## config.mk

```make
export PLATFORM = sky130hd
export DESIGN_NAME = multicycle_ctrl
export DESIGN_NICKNAME = d
export VERILOG_FILES = /design/src/rtl/multicycle_ctrl.sv
export SDC_FILE = /design/constraint.sdc
export NUM_CORES = 1
export LEC_CHECK = 0
export CORE_ASPECT_RATIO = 0.75
export CORE_UTILIZATION = 45
export CTS_CLUSTER_DIAMETER = 30
export DETAILED_ROUTE_END_ITERATION = 6
export PLACE_DENSITY = 0.83
export SLEW_MARGIN = 20
export SYNTH_ARGS = -nofsm -noshare
export SYNTH_HDL_FRONTEND = slang
export SYNTH_SLANG_ARGS = --single-unit
```

## constraint.sdc

```tcl
create_clock -name clk -period 3.3 [get_ports clk]
set_clock_uncertainty 0.1 [all_clocks]
set_input_delay 0.33 -clock clk [delete_from_list [all_inputs] [get_ports clk]]
set_output_delay 0.33 -clock clk [all_outputs]
set_load 0.1 [all_outputs]
```

## src/rtl/multicycle_ctrl.sv

```systemverilog
// Multi-cycle sequencer for the RV32I datapath.
// Steps each instruction through FETCH/DECODE/EXEC/MEM/WB, waiting on the
// instruction and data memory ready handshakes, and drives the PC, IR,
// register-file and data-memory strobes plus the PC and writeback selects.
// Also keeps the retired-instruction count and the sticky halt/error status.
module multicycle_ctrl #(
    parameter int CNT_W    = 32,
    parameter int MAX_WAIT = 15
) (
    input  logic             clk,
    input  logic             reset,
    input  logic             run,
    input  logic [6:0]       opcode,
    input  logic             imem_ready,
    input  logic             dmem_ready,
    input  logic             branch_taken,
    output logic             pc_we,
    output logic             ir_we,
    output logic             reg_we,
    output logic             dmem_re,
    output logic             dmem_we,
    output logic [1:0]       pc_sel,
    output logic [2:0]       wb_sel,
    output logic [2:0]       state,
    output logic             halted,
    output logic             illegal,
    output logic             bus_err,
    output logic [CNT_W-1:0] instret
);

    localparam logic [6:0] OP_LOAD   = 7'b0000011;
    localparam logic [6:0] OP_STORE  = 7'b0100011;
    localparam logic [6:0] OP_BRANCH = 7'b1100011;
    localparam logic [6:0] OP_R      = 7'b0110011;
    localparam logic [6:0] OP_IALU   = 7'b0010011;
    localparam logic [6:0] OP_LUI    = 7'b0110111;
    localparam logic [6:0] OP_AUIPC  = 7'b0010111;
    localparam logic [6:0] OP_JAL    = 7'b1101111;
    localparam logic [6:0] OP_JALR   = 7'b1100111;
    localparam logic [6:0] OP_SYSTEM = 7'b1110011;

    localparam logic [1:0] PC_PLUS4 = 2'b00;
    localparam logic [1:0] PC_IMM   = 2'b01;
    localparam logic [1:0] PC_ALU   = 2'b10;

    localparam logic [2:0] WB_ALU   = 3'b000;
    localparam logic [2:0] WB_MEM   = 3'b001;
    localparam logic [2:0] WB_PC4   = 3'b010;
    localparam logic [2:0] WB_PCIMM = 3'b011;
    localparam logic [2:0] WB_IMM   = 3'b100;

    // A wait times out on its MAX_WAIT-th not-ready cycle, i.e. when the
    // count of earlier not-ready cycles already equals MAX_WAIT-1.
    localparam logic [7:0] WAIT_LIMIT = 8'(MAX_WAIT - 1);

    typedef enum logic [2:0] {
        S_IDLE   = 3'd0,
        S_FETCH  = 3'd1,
        S_DECODE = 3'd2,
        S_EXEC   = 3'd3,
        S_MEM    = 3'd4,
        S_WB     = 3'd5,
        S_HALT   = 3'd6
    } state_t;

    state_t           state_q;
    state_t           state_d;
    logic [6:0]       op_q;
    logic [7:0]       wait_cnt;
    logic [CNT_W-1:0] instret_q;
    logic             illegal_q;
    logic             bus_err_q;

    logic             in_wait;
    logic             wait_ready;
    logic             timeout;
    logic             illegal_set;
    state_t           boundary;

    // Opcodes the datapath can execute (SYSTEM is handled separately).
    function automatic logic is_known(input logic [6:0] op);
        case (op)
            OP_LOAD, OP_STORE, OP_BRANCH, OP_R, OP_IALU,
            OP_LUI, OP_AUIPC, OP_JAL, OP_JALR: is_known = 1'b1;
            default:                           is_known = 1'b0;
        endcase
    endfunction

    assign in_wait    = (state_q == S_FETCH) || (state_q == S_MEM);
    assign wait_ready = (state_q == S_FETCH) ? imem_ready : dmem_ready;
    // Ready in the limit cycle wins, so timeout requires ready low.
    assign timeout    = in_wait && !wait_ready && (wait_cnt == WAIT_LIMIT);
    assign boundary   = run ? S_FETCH : S_IDLE;

    // Next-state and strobe/select decode from the current state and op_q.
    always_comb begin
        state_d     = state_q;
        pc_we       = 1'b0;
        ir_we       = 1'b0;
        reg_we      = 1'b0;
        dmem_re     = 1'b0;
        dmem_we     = 1'b0;
        pc_sel      = PC_PLUS4;
        wb_sel      = WB_ALU;
        illegal_set = 1'b0;
        case (state_q)
            S_IDLE: begin
                if (run) state_d = S_FETCH;
            end
            S_FETCH: begin
                if (imem_ready) begin
                    ir_we   = 1'b1;
                    state_d = S_DECODE;
                end else if (timeout) begin
                    state_d = S_HALT;
                end
            end
            S_DECODE: begin
                if (opcode == OP_SYSTEM) begin
                    state_d = S_HALT;
                end else if (!is_known(opcode)) begin
                    illegal_set = 1'b1;
                    state_d     = S_HALT;
                end else begin
                    state_d = S_EXEC;
                end
            end
            S_EXEC: begin
                case (op_q)
                    OP_BRANCH: begin
                        pc_we   = 1'b1;
                        pc_sel  = branch_taken ? PC_IMM : PC_PLUS4;
                        state_d = boundary;
                    end
                    OP_LOAD, OP_STORE:                 state_d = S_MEM;
                    OP_R, OP_IALU, OP_LUI, OP_AUIPC,
                    OP_JAL, OP_JALR:                   state_d = S_WB;
                    default:                           state_d = S_HALT;
                endcase
            end
            S_MEM: begin
                if (op_q == OP_LOAD) begin
                    dmem_re = !timeout;
                    if (dmem_ready)   state_d = S_WB;
                    else if (timeout) state_d = S_HALT;
                end else begin
                    dmem_we = !timeout;
                    if (dmem_ready) begin
                        pc_we   = 1'b1;
                        state_d = boundary;
                    end else if (timeout) begin
                        state_d = S_HALT;
                    end
                end
            end
            S_WB: begin
                reg_we  = 1'b1;
                pc_we   = 1'b1;
                state_d = boundary;
                case (op_q)
                    OP_LOAD:  wb_sel = WB_MEM;
                    OP_LUI:   wb_sel = WB_IMM;
                    OP_AUIPC: wb_sel = WB_PCIMM;
                    OP_JAL: begin
                        wb_sel = WB_PC4;
                        pc_sel = PC_IMM;
                    end
                    OP_JALR: begin
                        wb_sel = WB_PC4;
                        pc_sel = PC_ALU;
                    end
                    default:  wb_sel = WB_ALU;
                endcase
            end
            S_HALT: begin
                state_d = S_HALT;
            end
            default: begin
                state_d = S_IDLE;
            end
        endcase
    end

    // State register and latched opcode.
    always_ff @(posedge clk or negedge reset) begin
        if (!reset) begin
            state_q <= S_IDLE;
            op_q    <= 7'd0;
        end else begin
            state_q <= state_d;
            if (state_q == S_DECODE) op_q <= opcode;
        end
    end

    // Memory wait counter: restarts on every state change, counts not-ready cycles.
    always_ff @(posedge clk or negedge reset) begin
        if (!reset) begin
            wait_cnt <= 8'd0;
        end else if (state_d != state_q) begin
            wait_cnt <= 8'd0;
        end else if (in_wait && !wait_ready) begin
            wait_cnt <= wait_cnt + 8'd1;
        end
    end

    // Retired-instruction counter and sticky error flags.
    always_ff @(posedge clk or negedge reset) begin
        if (!reset) begin
            instret_q <= '0;
            illegal_q <= 1'b0;
            bus_err_q <= 1'b0;
        end else begin
            if (pc_we)       instret_q <= instret_q + {{(CNT_W-1){1'b0}}, 1'b1};
            if (illegal_set) illegal_q <= 1'b1;
            if (timeout)     bus_err_q <= 1'b1;
        end
    end

    assign state   = state_q;
    assign halted  = (state_q == S_HALT);
    assign illegal = illegal_q;
    assign bus_err = bus_err_q;
    assign instret = instret_q;

endmodule

```

# ---- After elaboration in Yosys (flattened, before gate mapping)
# Index checks and enable logic that the tools add are counted.
dict set report classes {
  muxes 37
  n_addsub 2
  n_reduce_logical 11
  eq_ne 27
}
# operator n
set ops {}
lappend ops {{$eq A7 B7 Y1 const B} 7}
lappend ops {{$eq A7 B6 Y1 const B} 6}
lappend ops {{$add A32 B1 Y32 const B} 1}
lappend ops {{$eq A7 B5 Y1 const B} 4}
lappend ops {{$mux W3} 9}
lappend ops {{$pmux W3 S7} 1}
lappend ops {{$mux W1} 20}
lappend ops {{$mux W8} 2}
lappend ops {{$eq A7 B2 Y1 const B} 2}
lappend ops {{$pmux W3 S4} 1}
lappend ops {{$eq A3 B3 Y1 const B} 3}
lappend ops {{$pmux W3 S3} 1}
lappend ops {{$reduce_or A9 Y1} 1}
lappend ops {{$add A8 B1 Y8 const B} 1}
lappend ops {{$eq A8 B4 Y1 const B} 1}
lappend ops {{$pmux W2 S2} 2}
lappend ops {{$eq A3 B2 Y1 const B} 2}
lappend ops {{$reduce_or A6 Y1} 1}
lappend ops {{$reduce_or A2 Y1} 2}
lappend ops {{$eq A3 B1 Y1 const B} 1}
lappend ops {{$logic_not A3 Y1} 1}
lappend ops {{$ne A3 B3 Y1} 1}
lappend ops {{$pmux W1 S3} 1}
lappend ops {{$logic_and A1 B1 Y1} 2}
lappend ops {{3 further kinds} 4}
dict set report totals {
  out_inout_bits 48
  regBits 52
  word_cells 83
  input_bits 13
}

# ---- Logic depth before layout (Yosys ltp)
dict set report depth {
  word_depth 11
  ltp_mapped 8
  ltp_nobuf 6
}

# ---- Worst setup path after synthesis
# No wires, ideal clock.
dict set report synth_timing {
  kind {register -> output}
  from {register state_q[2], in the netlist state[2]}
  to {output dmem_re}
  path_stages_with_launch 7
  setup_slack_ps -1655
  arrival_ps 4525
  n_path_buf 2
  t_required_ps 2870
  path_cell_list {dfrtp_1 > buf_6 > or3b_1 > a21oi_4 > and4_1 > buf_2 > nor4_1}
}
dict set report synth_via {
  elab_chain_cells 8
  word_cells_on_any_way 10
  cone_classes {eq/ne (2); mux (3); reduce/logical (5)}
}
# item line_no
set synth_lines {}
lappend synth_lines {{start: declaration} 66} ;# state_t state_q;
lappend synth_lines {{start signal: assignment} 190} ;# state_q <= state_d;
lappend synth_lines {{$eq A3 B1 Y1} {89, 90}}
lappend synth_lines {{$mux W1} 90} ;# assign wait_ready = (state_q == S_FETCH) ? imem_ready : dmem_ready;
lappend synth_lines {{$logic_not A1 Y1} 92} ;# assign timeout = in_wait && !wait_ready && (wait_cnt == WAIT_LIMIT);
lappend synth_lines {{$logic_and A1 B1 Y1 (2 in series)} 92}
lappend synth_lines {{$logic_not A1 Y1} 143} ;# dmem_re = !timeout;
lappend synth_lines {{$mux W1} 142} ;# if (op_q == OP_LOAD) begin
lappend synth_lines {{$mux W1 *} 106} ;# case (state_q)
lappend synth_lines {{end: declaration} 20} ;# output logic dmem_re,
# Every way passes the cells marked *; elsewhere a longest branch is shown, timed or not.

# ---- Worst setup path in the final report
dict set report layout_timing {
  from {register state_q[0], in the netlist state[0]}
  to {output dmem_re}
}
# The elaborated chain is that of the path after synthesis.

==> flow_metrics.py <==
metrics = {
    "worst_setup_path": {
        "rr_worst_depth": 6,
        "required_ns": 2.87,
        "r2r_slack_ns": 0.67,
        "path_class": "register to primary output",
        "worstPathArrival_ns": 2.41,
        "critPathMaxFanout": 14,
        "crit_path_end_kind": "primary output",
        "r2r_start": "state[0]$_DFF_PN0_",
        "start_kind": "register",
        "r2r-end": "wait_cnt[7]$_DFFE_PN0P_",
    },
    "synthesis": {
        "yosys.area.top_type": "dfrtp_1",
        "netlist_area_mm2": 0.002844,
        "synth_edf_count": 0,
        "syn_nets": 289,
        "synth_area_per_cell_um2": 10.42,
        "synth_top_area_frac": 0.4575,
        "ys_seq_area_frac": 0.4575,
        "synth_flop_cell": "dfrtp_1",
        "ys_seq_elements": 52,
        "synth_cell_types": 55,
        "async_flop_share": 1.000,
        "synthCells": 273,
        "ys_top_cells_by_area": "dfrtp_1 46%, xnor2_1 7.7%, xor2_1 4.6%",
        "yosys_warnings": 0,
    },
    "cells_and_area": {
        "layoutNonFillerInstCount": 411,
        "postLayoutCellArea_mm2": 0.003580,
        "drive_gt1_frac": 0.1712,
        "area_growth_pct": 25.87,
        "antenna_cells": 0,
        "nets": 349,
    },
    "sta": {
        "relSlewSlack": 0.3481,
        "hold_slack_ns": 0.04035,
        "timing.final.ws_setup_ns": 0.4631,
        "timing.final.hold_violations": 0,
        "drv_slew": 0,
        "fmax_mhz": 352.5,
        "rsz0062_at_grt": "no",
        "finalCritPeriodShare": 0.8597,
        "tightestPinTransition_ns": 0.9748,
        "period_needed_ns": 2.837,
        "setup_viol": 0,
    },
    "routing": {
        "routedWlPerCell_um": 14.08,
        "drc": 0,
        "dr.pass1.iters": 5,
        "ant_nets": 0,
        "routed_wirelength_um": 5786,
        "via_count": 2227,
        "first_iter_violations": 76,
        "vias_per_cell": 5.418,
    },
    "pwr": {
        "leakagePower_nw": 1.513,
        "ir_drop_mv": 0.6089,
        "power.density_mw_per_mm2": 691.1,
    },
    "clock_network": {
        "postCtsSetupBuffers": 0,
        "cts_resized": 0,
        "tritoncts": "built",
        "cts.sinks": 52,
        "clk_pin_slew_worst_paths_ns": 0.09,
        "cts-htree-levels": 2,
        "cts_made_buffers": 5,
        "clockBufferDepth": 2,
        "cts-root-buf": "clkbuf_8",
        "clk-insertion-delay-late_ns": 0.30,
        "holdBufCountCts": 0,
    },
    "job": {
        "drv_cap": 0,
    },
    "place": {
        "gp_congestion": 0.8201,
        "place_area_mm2": 0.003498,
        "port_buffers": 60,
        "detailed_place_hpwl_um": 4380,
        "place_ws_ns": 0.5373,
        "dp.cells": 404,
    },
    "run_status": {
        "run_status": "finished clean",
    },
    "hold_path": {
        "hold_path.class": "primary input to asynchronous set/reset pin",
    },
    "global_route": {
        "gr-total-overflow": 0,
        "grt_pass1_vias": 2151,
        "grt_pass1_wl_um": 10120,
        "grt_max_degree": 42,
        "antenna_found_initial": 0,
        "track_usage": 0.1917,
    },
    "floorplanning": {
        "rows": 24,
        "die_w_um": 93.80,
        "die-area_mm2": 0.006645,
        "initial_core_util": 0.4783,
        "io-pin-count": 61,
        "die_y_um": 70.85,
        "design.core.area_mm2": 0.005946,
    },
}
==> registers in the layout, summed over array words and instances (netlist names) <==
signal / count
instret: 32
wait_cnt: 8
op_q: 7
state: 3
bus_err: 1
illegal: 1
==> worst max-delay path: stages, from the launching register on <==
cell and delay (ns):
dfrtp_1 0.56, or3b_2 0.56, a21oi_4 0.24, and4_1 0.42
nor4_2 0.06, buf_4 0.25
==> area by class of cell <==
type,instances,area [µm²]
fill,532,2366
multi-input combinational,202,1486
clock inverter,2,12.51
sequential,52,1301
clock buffer,5,68.82
inverter,10,37.54
tap,78,97.59
timing repair buffer,62,575.6
==> cell families (layout without fill, tap and decap cells) <==
group                      after synthesis  in the layout  share of synthesized area
xor gates and xnor gates                40             40                     0.1232
AOI/OAI and AO/OA                       27             27                    0.07919
DFF                                     52             52                     0.4575
muxes                                    7              7                    0.03167
adders and majority gates                3              3                    0.01320
and+or+nand+nor                        125            125                     0.2618
buffers and inverters                   19             79                    0.03344
==> routing by layer <==
layer  global-route usage  vias up  part of all wire
met4              0.03077        0            0.0022
met2               0.3163       53              0.47
met5                    0        -                 0
li1                     -     1089                 -
met1               0.2623     1083              0.48
met3              0.04516        2             0.046
==> synth_stat cells, drive strengths merged (2+ instances only) <==
| cell type | count |
|---|---|
| and4 | 3 |
| o22ai | 2 |
| xnor2 | 25 |
| a21oi | 6 |
| nor2 | 17 |
| dfrtp | 52 |
| or3b | 2 |
| or2 | 3 |
| a221oi | 2 |
| inv | 10 |
| nand2 | 22 |
| a31oi | 3 |
| nor3 | 11 |
| or4 | 2 |
| buf | 7 |
| and3 | 10 |
| nand2b | 5 |
| xor2 | 15 |
| nand3b | 4 |
| nand4 | 8 |
| o21ai | 5 |
| mux2 | 6 |
| nand3 | 22 |
| nor4 | 8 |
| ha | 3 |
| clkbuf | 2 |
| and2 | 2 |
==> placed cells by master, fill, tap and decap left out, types with 4 or more instances in the layout <==
master,n
clkbuf_8,5
nor2_1,14
nand2b_1,5
nand2_1,22
o21ai_0,4
and3_1,10
a21oi_1,4
nand3_1,20
buf_4,16
xor2_1,15
mux2_2,6
nand4_1,7
clkdlybuf4s50_1,45
inv_1,10
xnor2_1,25
nor3_1,10
nor4_1,4
dfrtp_1,52
==> through the flow <==
stage	utilization	power (mW)	TNS (ns)
after CTS	0.6021	2.492	0
after global placement	0.5884	2.117	0
after global routing	0.6021	2.617	0
final	0.6021	2.474	0
after floorplan	-	1.892	-0.9404
after detailed placement	0.5884	2.147	0
==> worst max-delay path by stage <==
| stage | start | cells after the start | to | slack [ns] |
|---|---|---|---|---|
| 4_1_cts | state[0]$_DFF_PN0_ | 5 | dmem_re | 0.46 |
| 3_5_place_dp | dmem_ready | 7 | wait_cnt[7]$_DFFE_PN0P_ | 0.54 |
| 3_3_place_gp | dmem_ready | 7 | wait_cnt[4]$_DFFE_PN0P_ | 0.61 |
| 6_report | state[0]$_DFF_PN0_ | 5 | dmem_re | 0.46 |
| 2_1_floorplan | state[2]$_DFF_PN0_ | 6 | dmem_re | -0.47 |
| 5_1_grt | state[0]$_DFF_PN0_ | 5 | dmem_re | 0.33 |
==> report_power, final <==
part,switching [mW],internal (mW),leakage [nW]
Sequential,0.208,0.735,0.690
Clock,0.196,0.144,0.0400
Combinational,0.829,0.362,0.783
Total,1.23,1.24,1.51
Power figures use the tool's default switching activity.
==> RTL change: new RTL, config.mk and constraints unchanged <==
Put one more register stage on the output `bus_err`, without a reset. The value now appears one clock later. The other outputs are not delayed to match.
--- a/src/rtl/multicycle_ctrl.sv
+++ b/src/rtl/multicycle_ctrl.sv
@@ -221,3 +221,5 @@
     assign illegal = illegal_q;
-    assign bus_err = bus_err_q;
+    always_ff @(posedge clk) begin
+        bus_err <= bus_err_q;
+    end
     assign instret = instret_q;
Check against the original RTL: same outputs for any inputs over 10 cycles, from zero or initial values and one cycle with reset low; that may be too few to reach the edited logic, so the function may still have changed.
==> RTL change against the unedited design <==
Design area rose by 3.5%. Synthesized cell count rose by 1.1%. Synthesized area rose by 2.1%. Final cell count rose by 1.5%. Setup slack got worse by 130 ps. Critical path depth rose by 2. First-iteration DRC count rose by 110%. Via count rose by 1.6%. Sequential cell count rose by 1. Highest routed layer unchanged. Core utilization rose by 1.5 points. Critical path type unchanged. Routed wire length rose by 8.9%. Fmax fell by 4.3%. Global-route usage rose by 0.70 points. Power rose by 6.4%.
==> RTL change: results (changes against the unedited design) <==
Status
  • Outcome: finished, final reports clean

Yosys
  • Adder-Cell Fraction of Synth Area: 1.29% (-0.027 points)
  • Xor/xnor cell area share of the yosys netlist: 11.5% (-0.86 points)
  • Synth unique cells: 61 (+11%)
  • Async S/R FF share, synth: 98.1% (-1.9 points)
  • Top cells by count, synth: dfrtp_1, nand2_1, xnor2_1
  • Most used DFF post-synth: dfrtp_1
  • Syn. warnings: 0 (unchanged)
  • Top post-synthesis cells by area: dfrtp_1, xnor2_1, xor2_1, nand2_1, nand4_1
  • Mux cell area share after synthesis: 2.71% (-0.45 points)
  • Mapped Cells: 276 (+1.1%)
  • Synthesized Nets: 292 (+1.0%)
  • Seq/Total Area, Yosys: 45.5% (-0.26 points)
  • Compound-Gate Fraction of Synth Area: 10.2% (+2.3 points)

Clocking
  • Worst-skew pair later-pin latency: 310 ps
  • CTS resizes: 0 (unchanged)
  • # H-tree levels: 2 (unchanged)
  • CTS clock-pin slew for the worst setup and hold paths: 100 ps
  • # hold bufs at CTS: 1 (+1)
  • Num CTS Buffers: 5 (unchanged)
  • Buffer depth of the longest clock path: 2 (unchanged)
  • CTS root buf: clkbuf_8
  • Setup Fix Bufs, Post-CTS: 0 (unchanged)

Cells and area
  • Antenna Cells: 0 (unchanged)
  • Nets: 354 (+1.4%)
  • Share of layout cells above drive strength 1: 18.9% (+1.8 points)
  • Finished Layout Cells: 417 (+1.5%)
  • Max reg flops: 32 (unchanged)

Hold path
  • Min-Delay Endpoint: bus_err
  • Worst Hold Class: reg -> reg
  • Hold Startpoint: bus_err_q
  • WHS Path Cells: 0

Power and ir drop
  • P_leak: 1.52 nW (+0.61%)
  • Peak supply drop: 0.425 mV (-30%)

Worst setup path
  • Crit Path Max Fanout: 17 (+3)
  • Reg2reg start: wait_cnt[0]
  • Worst r2r dst: wait_cnt[7]
  • Worst path max stage delay: 570 ps
  • Setup slack, reg-to-reg: 900 ps (+230 ps)
  • Worst path slowest cell: dfrtp_1
  • Register-to-Register Path Depth: 8 (+2)

GRT
  • GR Util All Layers: 19.9% (+0.70 points)
  • Antenna violations before repair: 0 (unchanged)
  • Global-route wire length before repair: 10600 um (+4.4%)
  • Largest net degree at the start of global routing: 28 (-33%)
  • Vias in the first global route: 2218 (+3.1%)

Place
  • Worst slack at placement: 554 ps (+16.6 ps)
  • Post-placement cell count: 408 (+0.99%)
  • Detailed placer's ending HPWL: 4810 um (+9.8%)
  • DP Area: 0.00361 mm2 (+3.1%)
  • # port buffers: 60 (unchanged)
  • Placer Congestion: 0.913 (+11%)

Drt
  • Via count: 2263 (+1.6%)
  • Mean routed wirelength per cell: 15.1 um (+7.3%)
  • Initial DRC Count: 157 (+110%)
  • TritonRoute pass-1 iters: 4 (-1)

STA
  • WHS: 302 ps (+262 ps)
  • Slew margin rel.: 34.1% (-0.75 points)
-- RTL change: changes by cell type in the layout (fill, tap and decap cells not counted), sizes merged, moves of 3 or more --
cell,before,now
and3,10,5
nand3b,4,0
nor2b,0,3
nand3,22,15
nand4,8,12
nor4,8,2
nand2,22,30
o21ai,5,9
-- RTL change: cells by family (layout without fill, tap and decap cells) --
kind of cell,count (synthesis),count (layout)
fa+ha+maj,3,3
buf+inv,16,79
xor+xnor,38,38
mux,6,6
flops,53,53
simple gates,130,130
compound gates,30,30
-- RTL change: cell type report --
type	instances	area, um2
clock inverter	2	13.8
tap	78	97.6
multi-input combinational	207	1560
sequential	53	1320
fill	501	2300
inverter	8	30.0
clock buffer	6	72.6
timing repair buffer	63	611
-- RTL change: worst max-delay path: cells and delay by family (launching register included) --
family	cells	cell delay [ps]
and+or+nand+nor	5	1390
DFF	1	570
buffers and inverters	2	280
-- RTL change: worst max-delay path by stage --
stage,from,end,slack [ps],cells after the start
floorplan,state[0],wb_sel[2],-390,4
global placement,imem_ready,dmem_re,700,8
detailed placement,imem_ready,dmem_re,550,8
CTS,state[0],dmem_re,340,7
global route,state[0],dmem_re,230,7
finish,state[0],dmem_re,340,7
-- RTL change: per-layer routing --
layer	global-route usage [%]	vias up	share of wire [%]
li1	-	1106	-
met1	29.0	1086	50
met2	30.0	63	44
met3	4.56	8	4.7
met4	4.88	0	1.3
met5	0	-	0
-- RTL change: per-stage QoR --
stage	utilization, %	total power [mW]
3_5_place_dp	60.1	2.27
3_3_place_gp	60.1	2.25
6_report	61.7	2.63
4_1_cts	61.7	2.64
5_1_grt	61.7	2.77
2_1_floorplan	-	2.00
-- RTL change: where the power goes --
| group | total, mW | internal, mW | switching (mW) |
|---|---|---|---|
| Clock | 0.366 | 0.152 | 0.214 |
| Sequential | 0.936 | 0.753 | 0.183 |
| Combinational | 1.33 | 0.405 | 0.927 |
